**src/rtl/hex_char_pkg.sv**
```systemverilog
// hex_char_pkg: shared constants for the two-bit character <-> seven-segment
// mapping ('d', 'E', '1', blank), the receiver FSM state enum and the
// decoder result payload. Also used by the transmit-side driver.
package hex_char_pkg;

  localparam int unsigned SEG_W   = 7;
  localparam int unsigned CODE_W  = 2;
  localparam int unsigned HIST_W  = 8;
  localparam int unsigned COUNT_W = 4;

  // Active-low patterns, bit0 = a ... bit6 = g
  localparam logic [SEG_W-1:0] PAT_D     = 7'b0100001;
  localparam logic [SEG_W-1:0] PAT_E     = 7'b0000110;
  localparam logic [SEG_W-1:0] PAT_ONE   = 7'b1111001;
  localparam logic [SEG_W-1:0] PAT_BLANK = 7'b1111111;

  localparam logic [CODE_W-1:0] CODE_D     = 2'b00;
  localparam logic [CODE_W-1:0] CODE_E     = 2'b01;
  localparam logic [CODE_W-1:0] CODE_ONE   = 2'b10;
  localparam logic [CODE_W-1:0] CODE_BLANK = 2'b11;

  typedef enum logic {
    ST_TRACK  = 1'b0,
    ST_LOCKED = 1'b1
  } state_e;

  typedef struct packed {
    logic [CODE_W-1:0] code;
    logic              valid;
  } decode_t;

  // Code -> pattern, used by the transmit side
  function automatic logic [SEG_W-1:0] code_to_pat(input logic [CODE_W-1:0] code);
    case (code)
      CODE_D:   code_to_pat = PAT_D;
      CODE_E:   code_to_pat = PAT_E;
      CODE_ONE: code_to_pat = PAT_ONE;
      default:  code_to_pat = PAT_BLANK;
    endcase
  endfunction

endpackage

```
**src/rtl/hex_char_receiver_if.sv**
```systemverilog
// hex_char_receiver_if: segment-pattern input and decoded character outputs.
//   seg_in     : 7-bit active-low segment pattern (source -> receiver)
//   char_code  : last accepted valid code
//   char_valid : one-cycle pulse on valid acceptance
//   char_err   : one-cycle pulse on invalid acceptance
//   history    : last four accepted codes, newest in [1:0]
//   count      : accepted valid characters, modulo 16
// master = pattern source / checker side, slave = receiver.
interface hex_char_receiver_if;
  import hex_char_pkg::*;

  logic [SEG_W-1:0]   seg_in;
  logic [CODE_W-1:0]  char_code;
  logic               char_valid;
  logic               char_err;
  logic [HIST_W-1:0]  history;
  logic [COUNT_W-1:0] count;

  modport master (
    output seg_in,
    input  char_code, char_valid, char_err, history, count
  );

  modport slave (
    input  seg_in,
    output char_code, char_valid, char_err, history, count
  );
endinterface

```
**src/rtl/seg7_pattern_decode.sv**
```systemverilog
// seg7_pattern_decode: combinational pattern -> {code, valid} lookup.
//   pattern  : 7-bit active-low segment pattern
//   result_c : decoded code and valid flag (unrecognised -> valid = 0)
module seg7_pattern_decode
  import hex_char_pkg::*;
(
  input  logic [SEG_W-1:0] pattern,
  output decode_t          result_c
);

  always_comb begin
    result_c = '{code: CODE_BLANK, valid: 1'b0};
    case (pattern)
      PAT_D:     result_c = '{code: CODE_D,     valid: 1'b1};
      PAT_E:     result_c = '{code: CODE_E,     valid: 1'b1};
      PAT_ONE:   result_c = '{code: CODE_ONE,   valid: 1'b1};
      PAT_BLANK: result_c = '{code: CODE_BLANK, valid: 1'b1};
      default:   result_c = '{code: CODE_BLANK, valid: 1'b0};
    endcase
  end

endmodule

```
**src/rtl/hex_char_receiver.sv**
```systemverilog
// hex_char_receiver: samples an active-low 7-segment bus, waits for a pattern
// to hold STABLE_CYCLES sampled edges, then decodes each newly settled pattern
// into a 2-bit character code with history and acceptance count.
//   clk : system clock (rising edge)
//   rst : asynchronous active-high reset
//   bus : hex_char_receiver_if.slave (seg_in in; char_* / history / count out)
module hex_char_receiver
  import hex_char_pkg::*;
#(
  parameter int unsigned STABLE_CYCLES = 4
) (
  input  logic              clk,
  input  logic              rst,
  hex_char_receiver_if.slave bus
);

  localparam int unsigned CNT_W = $clog2(STABLE_CYCLES + 1);

  logic [SEG_W-1:0]   sample_q;
  logic [SEG_W-1:0]   cand_q,  cand_n;
  logic [SEG_W-1:0]   last_q,  last_n;
  logic [CNT_W-1:0]   cnt_q,   cnt_n;
  state_e             state_q, state_n;
  logic [CODE_W-1:0]  code_q,  code_n;
  logic [HIST_W-1:0]  hist_q,  hist_n;
  logic [COUNT_W-1:0] count_q, count_n;
  logic               valid_q, valid_n;
  logic               err_q,   err_n;
  logic               settle;
  decode_t            dec_c;

  // Decode the sampled pattern; on a settle it is always the candidate
  seg7_pattern_decode u_decode (
    .pattern  (sample_q),
    .result_c (dec_c)
  );

  // Input sample register
  always_ff @(posedge clk or posedge rst) begin
    if (rst) sample_q <= PAT_BLANK;
    else     sample_q <= bus.seg_in;
  end

  // State and output registers
  always_ff @(posedge clk or posedge rst) begin
    if (rst) begin
      state_q <= ST_TRACK;
      cand_q  <= PAT_BLANK;
      last_q  <= PAT_BLANK;
      cnt_q   <= '0;
      code_q  <= CODE_BLANK;
      hist_q  <= '1;
      count_q <= '0;
      valid_q <= 1'b0;
      err_q   <= 1'b0;
    end else begin
      state_q <= state_n;
      cand_q  <= cand_n;
      last_q  <= last_n;
      cnt_q   <= cnt_n;
      code_q  <= code_n;
      hist_q  <= hist_n;
      count_q <= count_n;
      valid_q <= valid_n;
      err_q   <= err_n;
    end
  end

  // Stability tracking, acceptance and output update
  always_comb begin
    state_n = state_q;
    cand_n  = cand_q;
    last_n  = last_q;
    cnt_n   = cnt_q;
    code_n  = code_q;
    hist_n  = hist_q;
    count_n = count_q;
    valid_n = 1'b0;
    err_n   = 1'b0;
    settle  = 1'b0;

    case (state_q)
      ST_TRACK: begin
        if (sample_q == cand_q) begin
          cnt_n = cnt_q + CNT_W'(1);
        end else begin
          cand_n = sample_q;
          cnt_n  = CNT_W'(1);
        end
        settle = (cnt_n == CNT_W'(STABLE_CYCLES));
      end
      ST_LOCKED: begin
        // A change restarts at count 1; with STABLE_CYCLES = 1 that settles at once
        if (sample_q != last_q) begin
          state_n = ST_TRACK;
          cand_n  = sample_q;
          cnt_n   = CNT_W'(1);
          settle  = (cnt_n == CNT_W'(STABLE_CYCLES));
        end
      end
    endcase

    // Settled: accept only if different from the last accepted pattern
    if (settle) begin
      state_n = ST_LOCKED;
      if (cand_n != last_q) begin
        last_n = cand_n;
        if (dec_c.valid) begin
          code_n  = dec_c.code;
          hist_n  = {hist_q[HIST_W-CODE_W-1:0], dec_c.code};
          count_n = count_q + COUNT_W'(1);
          valid_n = 1'b1;
        end else begin
          err_n = 1'b1;
        end
      end
    end
  end

  assign bus.char_code  = code_q;
  assign bus.char_valid = valid_q;
  assign bus.char_err   = err_q;
  assign bus.history    = hist_q;
  assign bus.count      = count_q;

endmodule

```
**src/flat_wrapper.sv**
```systemverilog
// flat-port wrapper written by rule: the top's interface ports become plain ports
module hex_char_receiver_flat import hex_char_pkg::*;
#(
  parameter int unsigned STABLE_CYCLES = 4
)
  (clk, rst, bus_seg_in, bus_char_code, bus_char_valid, bus_char_err, bus_history, bus_count);
  hex_char_receiver_if bus_i ();
  input  logic clk;
  input  logic rst;
  input wire logic [$bits(bus_i.seg_in)-1:0] bus_seg_in;
  output wire logic [$bits(bus_i.char_code)-1:0] bus_char_code;
  output wire logic [$bits(bus_i.char_valid)-1:0] bus_char_valid;
  output wire logic [$bits(bus_i.char_err)-1:0] bus_char_err;
  output wire logic [$bits(bus_i.history)-1:0] bus_history;
  output wire logic [$bits(bus_i.count)-1:0] bus_count;
  assign bus_i.seg_in = bus_seg_in;
  assign bus_char_code = bus_i.char_code;
  assign bus_char_valid = bus_i.char_valid;
  assign bus_char_err = bus_i.char_err;
  assign bus_history = bus_i.history;
  assign bus_count = bus_i.count;
  hex_char_receiver #(.STABLE_CYCLES(STABLE_CYCLES)) u_core (.clk(clk), .rst(rst), .bus(bus_i));
endmodule
```
**config.mk**
```make
export PLATFORM = sky130hd
export DESIGN_NAME = hex_char_receiver_flat
export DESIGN_NICKNAME = d
export VERILOG_FILES = /design/src/rtl/hex_char_pkg.sv /design/src/rtl/hex_char_receiver_if.sv /design/src/rtl/seg7_pattern_decode.sv /design/src/rtl/hex_char_receiver.sv /design/src/flat_wrapper.sv
export SDC_FILE = /design/constraint.sdc
export NUM_CORES = 1
export LEC_CHECK = 0
export BUFFER_PORTS_ARGS = -buffer_cell sky130_fd_sc_hd__buf_4
export CAP_MARGIN = 20
export CORE_UTILIZATION = 46
export DETAILED_ROUTE_END_ITERATION = 8
export MAX_ROUTING_LAYER = met4
export PLACE_DENSITY_LB_ADDON = 0.08
export SLEW_MARGIN = 20
export SYNTH_ARGS = -nofsm -noshare
export SYNTH_HDL_FRONTEND = slang
export SYNTH_SLANG_ARGS = --single-unit
export TNS_END_PERCENT = 20
```
**constraint.sdc**
```tcl
create_clock -name clk -period 2.35 [get_ports clk]
set_input_delay 0.47 -clock clk [delete_from_list [all_inputs] [get_ports clk]]
set_output_delay 0.47 -clock clk [all_outputs]
set_load 0.005 [all_outputs]
```
==> flow_summary.yaml, run 1 <==
global_route:
  grt_start_max_net_pins: 40
  grt_overflow: 0
  first_global_vias: 1159
  track_usage_pct: 18.23
  grt_pass1_wl_mm: 5.540
  antenna_found_initial: 0
route:
  drt-total-wl_mm: 3.151
  routedWlPerCell_um: 14.52
  vias: 1107
  first_pass_iters: 4
  vias_per_cell: 5.101
  ant_nets: 0
  drt-initial-drc-count: 53
  drcViolationCount: 0
cts:
  cts_resized: 0
  post_cts_buffers: 0
  insertion_delay_ns: 0.28
  numClockSinks: 39
  path_clk_slew_ns: 0.08
  cts_buffers: 5
  ctsLongestPathBuffers: 2
  hold_buffers: 0
  htreeDepth: 2
  cts_tree: "yes"
  cts_root_buffer: "clkbuf_8"
timing:
  finClkSkew_ns: 0.004979
  period_minus_slack_ns: 2.228
  maxSlewViolCount: 0
  setup_slack_ns: 0.1219
  hold_viol: 0
  max_slew_margin_pct: 68.41
  fmax_ghz: 0.4488
  rsz0062_at_grt: "false"
  fin_crit_sh_pct: 94.81
  setup_viol: 0
  hold_slack_ns: 0.2855
  max_slew.worst_pin.slew_ns: 0.4739
  setup-tns-final_ns: 0
run_status:
  status: "completed"
setup_path:
  cp-end-kind: "flop"
  critPathArrivalTime_ns: 2.40
  start_kind: "flop"
  worst-setup-path-type: "flop to flop"
  startpoint: "u_core.cand_q[4]"
  crit_required_ns: 2.53
  r2r_start: "u_core.cand_q[4]"
  cp_max_fo: 13
yosys:
  ys_warn_count: 0
  synth_area_per_cell_um2: 13.48
  synth_ff_type: "dfstp_2"
  syn-num-nets: 149
  seq_area_frac_synth_pct: 54.40
  ys_ff_latch: 39
  synth_edf_count: 0
  synth.distinct_cells: 38
  syn_inst: 138
  syn-cell-area_mm2: 0.001861
  async_reset_ff_share_pct: 100.0
place:
  hpwl_mm: 2.345
  dp_cells: 209
  dpl_cell_area_mm2: 0.002091
  place_ws_ns: 0.02841
  place.gp.congestion: 0.7917
  numPortBuffers: 24
layout:
  num_antenna_cells: 0
  post-route-cell-area_mm2: 0.002186
  drive_gt1_share_pct: 56.21
  final-instance-count-excl-fill: 217
  fillers: 299
  final_nets: 179
  syn_to_final_growth_pct: 17.49
  final_core_utilization_pct: 57.96
run:
  max-cap-violations: 0
floorplan:
  die_h_um: 65.60
  die_w_um: 65.60
  ios: 25
  dieArea_mm2: 0.004303
  num_rows: 22
  core_region_area_mm2: 0.003771
  start_util_pct: 49.34
power:
  powerDensity_mw_per_mm2: 574.5
  total_leakage_power_nw: 0.9528
  peakVddDrop_v: 0.0003786
  total_power_mw: 1.256
min_path:
  hp-start: "bus_seg_in[3]"
  hold_path_class: "primary input to flop"
final timing paths:
check | to | slack [ns] | cells past startpoint
setup / recovery | u_core.bus.count[1] | 0.12 | 5
hold / removal | u_core.sample_q[3] | 0.29 | 1
setup reg to reg | u_core.bus.count[1] | 0.12 | 5
hold reg to reg | u_core.bus.history[0] | 0.49 | 2
max in group asynchronous | u_core.last_q[6] | 1.70 | 3
min in group asynchronous | u_core.state_q | 0.30 | 3
worst max-delay path, cell delays in order, from the launching register on:
cell,delay (ns)
dfstp_2,0.56
xor2_1,0.07
or4_4,0.54
nor4_4,0.27
o211a_4,0.33
mux2_2,0.35
power breakdown:
group	switching, mW	total [mW]	internal (mW)
clock	0.226	0.466	0.240
combinational	0.0385	0.0753	0.0368
sequential	0.0180	0.714	0.696
total	0.282	1.26	0.973
state kept, by name, indices dropped and copies added, names as in the netlist:
signal and flops:
u_core.bus.char_valid 1, u_core.bus.char_err 1, u_core.cand_q 7, u_core.last_q 7, u_core.cnt_q 3, u_core.sample_q 7, u_core.state_q 1, u_core.bus.count 4
u_core.bus.history 8
routing by layer:
metal	global-route usage [%]	wire length, µm	vias to the layer above
met5	-	0	-
met4	6.522	21	0
met3	5.729	94	2
met2	26.93	1548	19
met1	23.55	1486	551
li1	-	-	535
layout make-up:
cell class	count	area (µm²)	area share, %
timing repair buffer	31	232.7	10.65
multi-input combinational	88	774.5	35.43
tap	48	60.06	2.748
clock buffer	7	86.33	3.950
inverter	3	11.26	0.5152
sequential	39	1012	46.31
clock inverter	1	8.758	0.4007
kinds of logic after synthesis:
kind of cell / share of synthesized area (%)
flip-flops: 54.40
XOR/XNOR: 12.64
AND/OR/NAND/NOR: 9.213
multiplexers: 12.10
AO/OA/AOI/OAI: 6.322
buffers and inverters: 3.967
adder cells (fa/ha/maj): 1.345
synthesized netlist by cell type, types with 2 or more instances:
cell | count | area (µm²)
mux2_1 | 2 | 22.52
inv_1 | 3 | 11.26
ha_1 | 2 | 25.02
buf_4 | 2 | 15.01
xor2_1 | 10 | 87.58
nand2_1 | 6 | 22.52
nand3_1 | 2 | 10.01
clkbuf_1 | 3 | 11.26
o21ai_0 | 4 | 20.02
xnor2_1 | 15 | 131.4
dfrtp_1 | 10 | 250.2
dfstp_2 | 29 | 762.0
nor2_1 | 2 | 7.510
nand2b_1 | 2 | 12.51
or2_2 | 2 | 12.51
o22ai_1 | 2 | 12.51
nor3_1 | 2 | 10.01
nand4_1 | 3 | 18.77
mux2_2 | 18 | 202.7
cells in the final DEF (no fill, tap or decap):
master      n
mux2_2     18
a2111oi_0   1
mux2_1      2
nand2b_1    2
o22ai_1     2
xnor2_1    15
o211a_4     1
o21ai_2     1
buf_4      31
a31o_2      1
or4_1       1
nor3_1      2
nand4_1     3
xnor2_2     1
dfrtp_1    10
or4_4       1
o41ai_1     1
nand4_4     1
a22oi_1     1
inv_1       3
nor3_2      1
dfstp_2    29
nand2_1     6
clkinv_4    1
or2_2       2
nand3_1     2
nor2_1      2
clkbuf_8    6
or3_1       1
o211ai_1    1
clkbuf_1    1
o21ai_0     4
xor2_1     10
a22o_1      1
o2111ai_1   1
ha_1        2
nor4_4      1
Power figures use the tool's default switching activity.
==> inputs of run 2 (changes only) <==
--- a/config.mk
+++ b/config.mk
@@ -5,6 +5,7 @@
 export SDC_FILE = /design/constraint.sdc
 export NUM_CORES = 1
 export LEC_CHECK = 0
+export ABC_AREA = 1
 export BUFFER_PORTS_ARGS = -buffer_cell sky130_fd_sc_hd__buf_4
 export CAP_MARGIN = 20
 export CORE_UTILIZATION = 46
@@ -14,5 +15,6 @@
 export SLEW_MARGIN = 20
 export SYNTH_ARGS = -nofsm -noshare
 export SYNTH_HDL_FRONTEND = slang
+export SYNTH_HIERARCHICAL = 1
 export SYNTH_SLANG_ARGS = --single-unit
 export TNS_END_PERCENT = 20
==> run 2 against run 1 <==
Against the previous run: design area is 27% higher; global-route usage is 3.7 points higher; synthesized cell count is 110% higher; clock power is 4.9% lower; count of clock-buffer cells in the layout is 1 lower; sequential share of layout area is 9.9 points lower; combinational power is 90% higher; die area is 16% higher; first-iteration DRC count grew to 3.0 times the previous value; via count is 78% higher; non-clock buffer count is 22 higher; sequential cell count stayed put; largest power group unchanged.
==> flow_summary.yaml, run 2 <==
yosys:
  yosysMostFrequentCell: "nand2_1"
  syn-num-nets: 302
  yosys.area.top_type: "dfstp_2"
  synth_top_area_share_pct: 35.06
  synth_area_per_cell_um2: 7.469
  syn_inst: 291
  ys_ff_latch: 39
  ys_warn_count: 6
  async_reset_ff_share_pct: 100.0
  synth_edf_count: 0
  seq_area_frac_synth_pct: 46.57
  synth.distinct_cells: 22
  synthTopCellsByArea: "dfstp_2 (35%), nand2_1 (19%), dfrtp_1 (12%)"
  synth_common_cells: "nand2_1 (112), nand3_1 (42), inv_1 (36)"
  synth_ff_type: "dfstp_2"
  syn-cell-area_mm2: 0.002173
timing:
  max_slew_margin_pct: 67.66
  finClkSkew_ns: 0.004988
  setup_viol: 0
  period_minus_slack_ns: 2.231
  max_slew.worst_pin.slew_ns: 0.4851
  setup_slack_ns: 0.1193
  fin_crit_sh_pct: 94.92
  rsz0062_at_grt: "true"
  fmax_ghz: 0.4483
  maxSlewViolCount: 0
  hold_slack_ns: 0.2789
  hold_viol: 0
layout:
  syn_to_final_growth_pct: 27.92
  final_cell_mix: "nand2_1 (104), buf_4 (48), nand3_1 (39)"
  num_antenna_cells: 0
  drive_gt1_share_pct: 37.68
  fillers: 433
  final_nets: 355
  final_core_utilization_pct: 62.56
  layout_commonest_cell: "nand2_1"
  final-instance-count-excl-fill: 397
setup_path:
  rrSetupSlack_ns: 0.12
  worst-setup-path-type: "flop to flop"
  cp-end-kind: "flop"
  start_kind: "flop"
  cp_max_fo: 8
  critPathArrivalTime_ns: 2.47
  crit_required_ns: 2.59
floorplan:
  dieArea_mm2: 0.005003
  start_util_pct: 48.90
  num_rows: 24
  die_w_um: 70.74
  core_region_area_mm2: 0.004444
  ios: 25
  die_h_um: 70.74
run_status:
  status: "completed"
place:
  place.gp.congestion: 0.9588
  place_ws_ns: 0.03143
  dp_cells: 377
  hpwl_mm: 3.675
  numPortBuffers: 24
global_route:
  first_global_vias: 1769
  antenna_found_initial: 0
  track_usage_pct: 21.97
  grt_overflow: 0
  grt_start_max_net_pins: 40
  grt_pass1_wl_mm: 8.224
route:
  routedWlPerCell_um: 12.99
  first_pass_iters: 5
  drt-initial-drc-count: 159
  ant_nets: 0
  vias: 1968
  drt-total-wl_mm: 5.157
  drcViolationCount: 0
  vias_per_cell: 4.957
power:
  powerDensity_mw_per_mm2: 467.0
  total_leakage_power_nw: 1.485
  peakVddDrop_v: 0.0004197
  total_power_mw: 1.298
cts:
  ctsLongestPathBuffers: 2
  hold_buffers: 0
  cts_buffers: 5
  insertion_delay_ns: 0.30
  htreeDepth: 2
  numClockSinks: 39
  cts_tree: "yes"
  cts_root_buffer: "clkbuf_8"
  path_clk_slew_ns: 0.08
run:
  max-cap-violations: 0
min_path:
  hold_path_class: "primary input to flop"
## run 2: per-stage QoR
step / TNS, ns / cell area, µm²
floorplan: 0 / 2173
global placement: 0 / 2490
detailed placement: 0 / 2490
CTS: 0 / 2575
global route: -0.4121 / 2780
finish: 0 / 2780
## run 2: critical path, cell delays in order, from the launching register on
cell and delay [ns]:
dfstp_2 0.60, buf_6 0.12, nand2_1 0.05, nand2_1 0.05
inv_1 0.05, nand2_2 0.08, nor2_4 0.05, nand2_4 0.12
buf_6 0.15, nand2_2 0.06, nand3_1 0.06, nand2_1 0.07
inv_2 0.05, nand2_1 0.06, nor2_2 0.15, nand3_4 0.13
buf_6 0.16, nand2_2 0.06, nand2_1 0.05, nand2_1 0.06
## run 2: path summary, 6_finish.rpt
path	from	to	cells after the start
max	u_core/sample_q[1]	u_core/bus.count[2]	19
min	bus_seg_in[1]	u_core/sample_q[1]	1
max reg2reg	u_core/sample_q[1]	u_core/bus.count[2]	19
min reg2reg	u_core/bus.history[7]	u_core/bus.history[7]	2
max in group asynchronous	rst	u_core/last_q[1]	3
min in group asynchronous	rst	u_core/bus.char_valid	3
## run 2: kinds of logic (layout without fill, tap and decap cells)
| group | after synthesis | in the layout | synth area share [%] |
|---|---|---|---|
| and+or+nand+nor | 188 | 188 | 38.23 |
| buffers and inverters | 50 | 104 | 10.02 |
| DFF | 39 | 39 | 46.57 |
| AOI/OAI and AO/OA | 6 | 6 | 1.612 |
| xor gates and xnor gates | 6 | 6 | 2.418 |
| adders and majority gates | 2 | 2 | 1.151 |
## run 2: cell type report
type | instances | area [µm²] | area share [%]
clock inverter | 2 | 12.51 | 0.4500
clock buffer | 6 | 72.57 | 2.610
inverter | 43 | 161.4 | 5.806
timing repair buffer | 53 | 416.7 | 14.99
tap | 52 | 65.06 | 2.340
sequential | 39 | 1012 | 36.41
multi-input combinational | 202 | 1040 | 37.40
## run 2: what timing repair did
item,4_1_cts,5_1_grt
endpoints found under the setup margin,0,21
setup buffers,0,12
gates resized for setup,0,32
## run 2: report_power, final
| part | total [mW] | internal [mW] | switching, mW |
|---|---|---|---|
| Sequential | 0.712 | 0.697 | 0.0150 |
| Clock | 0.443 | 0.207 | 0.236 |
| Combinational | 0.143 | 0.0584 | 0.0845 |
| Total | 1.30 | 0.963 | 0.336 |
## run 2: routing by layer
metal | global-route usage [%] | vias to the layer above | wire length [µm]
met2 | 33.44 | 37 | 2440
met1 | 29.95 | 921 | 2469
met3 | 3.846 | 6 | 181
li1 | - | 1004 | -
met4 | 7.111 | 0 | 66
met5 | - | - | 0
